<file path="src/rtl/card_display_pkg.sv">
// Shared types and constants for the card draw and seven-segment display slice.
// Segment vectors are active low, bit order {g,f,e,d,c,b,a}.
package card_display_pkg;

    typedef logic [6:0] seg_t;

    typedef struct packed {
        logic [3:0] tens;
        logic [3:0] ones;
    } dec_digits_t;

    localparam int CARD_MAX_DEFAULT  = 13;
    localparam int COUNT_MAX_DEFAULT = 4;

    localparam seg_t SEG_0     = 7'b1000000;
    localparam seg_t SEG_1     = 7'b1111001;
    localparam seg_t SEG_2     = 7'b0100100;
    localparam seg_t SEG_3     = 7'b0110000;
    localparam seg_t SEG_4     = 7'b0011001;
    localparam seg_t SEG_5     = 7'b0010010;
    localparam seg_t SEG_6     = 7'b0000010;
    localparam seg_t SEG_7     = 7'b1111000;
    localparam seg_t SEG_8     = 7'b0000000;
    localparam seg_t SEG_9     = 7'b0010000;
    localparam seg_t SEG_A     = 7'b0001000;
    localparam seg_t SEG_B     = 7'b0000011;
    localparam seg_t SEG_C     = 7'b1000110;
    localparam seg_t SEG_D     = 7'b0100001;
    localparam seg_t SEG_E     = 7'b0000110;
    localparam seg_t SEG_F     = 7'b0001110;
    localparam seg_t SEG_BLANK = 7'b1111111;

endpackage

</file>
<file path="src/rtl/seg7_hex_decoder.sv">
// Hex nibble to active-low seven-segment pattern ({g,f,e,d,c,b,a}).
module seg7_hex_decoder
    import card_display_pkg::*;
(
    input  logic [3:0] value,
    output logic [6:0] seg
);

    always_comb begin
        seg = SEG_BLANK;
        case (value)
            4'h0: seg = SEG_0;
            4'h1: seg = SEG_1;
            4'h2: seg = SEG_2;
            4'h3: seg = SEG_3;
            4'h4: seg = SEG_4;
            4'h5: seg = SEG_5;
            4'h6: seg = SEG_6;
            4'h7: seg = SEG_7;
            4'h8: seg = SEG_8;
            4'h9: seg = SEG_9;
            4'hA: seg = SEG_A;
            4'hB: seg = SEG_B;
            4'hC: seg = SEG_C;
            4'hD: seg = SEG_D;
            4'hE: seg = SEG_E;
            4'hF: seg = SEG_F;
        endcase
    end

endmodule

</file>
<file path="src/rtl/card_draw_display.sv">
// Free-running card/count sources sampled by a draw press, plus HEX display formatting.
// Optional macro CARD_LEADING_BLANK_EN blanks tens digits for values below 10.
module card_draw_display
    import card_display_pkg::*;
#(
    parameter int CARD_MAX  = CARD_MAX_DEFAULT,
    parameter int COUNT_MAX = COUNT_MAX_DEFAULT
) (
    input  logic       clock,
    input  logic       reset,
    input  logic       draw,
    input  logic       mode,
    input  logic [5:0] score,
    input  logic [3:0] glyph,
    output logic [3:0] card,
    output logic [6:0] card_tens,
    output logic [6:0] card_ones,
    output logic [6:0] score_tens,
    output logic [6:0] score_ones,
    output logic [6:0] glyph_seg
);

    logic [3:0]  card_cnt;
    logic [3:0]  count_cnt;
    logic        draw_q;
    logic        draw_edge;
    dec_digits_t card_digits;
    dec_digits_t score_digits;
    logic [6:0]  card_tens_raw;
    logic [6:0]  score_tens_raw;

    // Repeated subtraction keeps the 0..63 split small and fully combinational.
    function automatic dec_digits_t split_decimal(input logic [5:0] value);
        dec_digits_t digits;
        logic [5:0]  rest;
        rest        = value;
        digits.tens = 4'd0;
        for (int i = 0; i < 6; i++) begin
            if (rest >= 6'd10) begin
                rest        = rest - 6'd10;
                digits.tens = digits.tens + 4'd1;
            end
        end
        digits.ones = 4'(rest);
        return digits;
    endfunction

    always_ff @(posedge clock) begin
        if (reset) begin
            card_cnt  <= 4'd1;
            count_cnt <= 4'd1;
        end else begin
            card_cnt  <= (card_cnt == 4'(CARD_MAX)) ? 4'd1 : card_cnt + 4'd1;
            count_cnt <= (count_cnt == 4'(COUNT_MAX)) ? 4'd1 : count_cnt + 4'd1;
        end
    end

    assign draw_edge = draw & ~draw_q;

    // Reset clears draw_q, so a key still held through reset fires once afterwards.
    always_ff @(posedge clock) begin
        if (reset) begin
            draw_q <= 1'b0;
            card   <= 4'd0;
        end else begin
            draw_q <= draw;
            if (draw_edge) begin
                card <= mode ? count_cnt : card_cnt;
            end
        end
    end

    assign card_digits  = split_decimal({2'b00, card});
    assign score_digits = split_decimal(score);

    seg7_hex_decoder u_card_tens  (.value(card_digits.tens),  .seg(card_tens_raw));
    seg7_hex_decoder u_card_ones  (.value(card_digits.ones),  .seg(card_ones));
    seg7_hex_decoder u_score_tens (.value(score_digits.tens), .seg(score_tens_raw));
    seg7_hex_decoder u_score_ones (.value(score_digits.ones), .seg(score_ones));
    seg7_hex_decoder u_glyph      (.value(glyph),             .seg(glyph_seg));

`ifdef CARD_LEADING_BLANK_EN
    assign card_tens  = (card_digits.tens == 4'd0)  ? SEG_BLANK : card_tens_raw;
    assign score_tens = (score_digits.tens == 4'd0) ? SEG_BLANK : score_tens_raw;
`else
    assign card_tens  = card_tens_raw;
    assign score_tens = score_tens_raw;
`endif

endmodule

</file>
<file path="config.mk">
export PLATFORM = sky130hd
export DESIGN_NAME = card_draw_display
export DESIGN_NICKNAME = d
export VERILOG_FILES = /design/src/rtl/card_display_pkg.sv /design/src/rtl/seg7_hex_decoder.sv /design/src/rtl/card_draw_display.sv
export SDC_FILE = /design/constraint.sdc
export NUM_CORES = 1
export LEC_CHECK = 0
export CORE_UTILIZATION = 53
export CTS_BUF_LIST = sky130_fd_sc_hd__clkbuf_4
export CTS_CLUSTER_SIZE = 14
export DETAILED_ROUTE_END_ITERATION = 8
export GPL_ROUTABILITY_DRIVEN = 0
export PLACE_DENSITY = 0.79
export SYNTH_ARGS = -nofsm -noshare
export SYNTH_HDL_FRONTEND = slang
export SYNTH_SLANG_ARGS = --single-unit
</file>
<file path="constraint.sdc">
create_clock -name clock -period 9.8 [get_ports clock]
set_clock_uncertainty 0.2 [all_clocks]
set_input_delay 1.96 -clock clock [delete_from_list [all_inputs] [get_ports clock]]
set_output_delay 1.96 -clock clock [all_outputs]
set_load 0.05 [all_outputs]
</file>
==> flow_summary.toml <==
[worst_setup_path]
r2r_setup_slack_ps = 8410
critPathSlowestCell = "clkdlybuf4s50_1"
required_ps = 7640
critPathLaunchType = "input port"
end_kind = "output port"
crit_chain = "clkdlybuf4s50_1 -> inv_1 -> ha_1 -> a21boi_0 -> a22oi_1 -> a211o_1 -> ha_1 -> xor2_2 -> inv_1 -> ha_1 -> o21ai_0 -> nand2_1 -> ha_1 -> nand2_1 -> nand3_1 -> ha_1 -> mux2_2 -> inv_1 -> ha_1 -> inv_1 -> mux4_2 -> buf_12"
worst-path-buf-inv = 6
max_stage_delay_ps = 640
crit_type = "input port to output port"
cp_top_family = "adder cells"
cp.arrival_ps = 7340
crit_top_cell = "ha_1"
crit_path_max_fanout = 7

[drt]
drt_iter0_drc = 234
dr.pass1.iters = 4
drtAntennaViolNets = 0
routed_via_density = 5.857
drc = 0
vias = 3227
wl_microns = 7576
drt-wirelength-per-cell_microns = 13.75

[synthesis]
yosysMostFrequentCell = "ha_1"
synth_top_family_by_area = "compound AO/OA/AOI/OAI gates"
async_flop_share_pct = 0
synth-edff-count = 0
ys_seq_area_share_pct = 7.790
yosysWarnings = 0
ys.flop_type = "dfxtp_1"
synth_seq_cells = 13
synth_area_per_cell_sq_um = 7.662
synth_xor_area_share_pct = 7.640
ys_types = 67
synth_mux_area_share_pct = 11.27
netlist_instances = 436
synthTopCellsByCount = "ha_1, inv_1, nor2_1, nand2_1, mux2i_1"
synth_top_area_share_pct = 19.85
syn_nets = 503
synth_compound_area_share_pct = 25.17
synth_top_cells_by_area = "ha_1, dfxtp_1, mux2i_1, inv_1, nor2_1"
netlist_area_sq_mm = 0.003341
synthSimpleGateAreaFrac_pct = 20.52
yosys.area.top_type = "ha_1"
synthAdderAreaFrac_pct = 19.85

[placed_design]
preCtsSetupSlack_ps = 333.0
hpwl_microns = 5976
port_buffers = 52

[cts]
clkLatencyLatePin_ps = 280
clock_sinks = 13
post_cts_buffers = 0
cts_hold_buf = 0
htreeDepth = 1
clkTransAtPathRegs_ps = 80
cts_tree = "yes"
cts_root_buf = "clkbuf_4"
clock_path_buffers = 2
cts_resized = 0
numCtsBuffers = 3

[power]
power.total_mw = 0.6707
powerDensity_mw_per_mm2 = 168.9
cellLeakagePower_nw = 1.734
peakVddDrop_uv = 191.2

[floorplan]
die_y_microns = 81.39
fp.coreArea_sq_mm = 0.005991
dieArea_sq_mm = 0.006624
initial_utilization_pct = 55.76
chipWidth_microns = 81.39
row_count = 28
boundaryPins = 53

[grt]
grt_max_degree = 16
gr-usage-all-layers_pct = 23.31
grt_pass1_vias = 2899
overflow = 0
grt_pass1_wl_microns = 12640
antenna_found_initial = 0

[sta]
slew_violations = 0
worst_slew_pin_slew_ps = 1204
final-hold-violation-count = 0
clock.fmax_mhz = 105.3
worst_slack_ps = 300.4
fin_crit_sh_pct = 96.93
finalCriticalPeriod_ps = 9500
rsz0062_at_grt = "false"
relSlewSlack_pct = 19.36
setup_tns_ps = 0
setup_viol = 0

[finish]
drive_gt1_share_pct = 10.29
final_nets = 544
antennaDiodeCount = 0
multi_input_area_sq_mm = 0.002821
seq_area_sq_um = 260.3
syn_to_final_growth_pct = 18.88
fillers = 498

[run_status]
status = "completed"

[min_path]
min_path_type = "flip-flop to flip-flop"

[flow_run]
cap_violations = 0
[through the flow]
step	area (sq um)	std cells	hold WS (ps)	util, %
after floorplan	3341	436	199.4	-
after global placement	3941	547	234.9	65.79
after detailed placement	3941	547	238.2	65.79
after CTS	3971	551	257.5	66.29
after global routing	3971	551	300.7	66.29
final	3971	551	251.2	66.29
[worst reg2reg max path, stage by stage, from the launching register on]
cell	delay [ps]
dfxtp_1	410
inv_1	70
ha_1	200
nor2b_1	150
a21oi_1	170
and2_1	140
[cell families (layout without fill, tap and decap cells)]
kind of cell | count (synthesis) | count (layout)
simple gates | 136 | 136
buf+inv | 62 | 102
compound gates | 115 | 115
flops | 13 | 13
xor+xnor | 24 | 24
mux | 33 | 33
fa+ha+maj | 53 | 53
[routing by layer]
layer  global-route usage [%]  wire length [microns]  up-vias
met3                    1.910                    322        9
met1                    32.22                   3686     1502
met2                    38.75                   3498       74
met5                        0                      0        -
met4                    5.357                     69        0
li1                         -                      -     1642
[state kept, by name (all words and copies together) (netlist names)]
signal	flops
draw_q	1
card_cnt	4
count_cnt	4
card	4
[layout make-up]
class,instances,area share (%)
Sequential cell,13,6.553
Timing Repair Buffer,56,15.31
Tap cell,75,2.363
Inverter,42,3.970
Clock buffer,4,0.7561
Multi-Input combinational cell,361,71.05
[worst paths after layout]
path | to | start | depth (start not counted)
setup / recovery | score_tens[3] | score[2] | 22
hold / removal | count_cnt[0]$_SDFF_PP1_ | count_cnt[0]$_SDFF_PP1_ | 1
setup reg to reg | count_cnt[1]$_SDFF_PP0_ | count_cnt[0]$_SDFF_PP1_ | 5
hold reg to reg | count_cnt[0]$_SDFF_PP1_ | count_cnt[0]$_SDFF_PP1_ | 1
[layout by cell type, fill, tap and decap left out, types with 4 or more instances in the layout]
| master | instances |
|---|---|
| ha_1 | 53 |
| clkdlybuf4s50_1 | 45 |
| inv_1 | 40 |
| nor2_1 | 40 |
| nand2_1 | 31 |
| mux2i_1 | 23 |
| a21oi_1 | 22 |
| o21ai_0 | 14 |
| xnor2_1 | 14 |
| o22ai_1 | 14 |
| nand3_1 | 13 |
| dfxtp_1 | 13 |
| nor2b_1 | 12 |
| xor2_1 | 7 |
| mux2_2 | 7 |
| nor3_1 | 7 |
| a211oi_1 | 6 |
| buf_12 | 6 |
| nand2b_1 | 5 |
| o21ai_1 | 5 |
| a31oi_1 | 5 |
| or3_1 | 5 |
| o211ai_1 | 5 |
| o31ai_1 | 5 |
| buf_4 | 5 |
| and2_1 | 4 |
| a22o_1 | 4 |
| clkbuf_4 | 4 |
[power by group]
part / internal [mW] / switching, mW
clock: 0.0186 / 0.0186
combinational: 0.221 / 0.347
sequential: 0.0575 / 0.00726
Note: power is estimated with default switching activity, not from simulation.
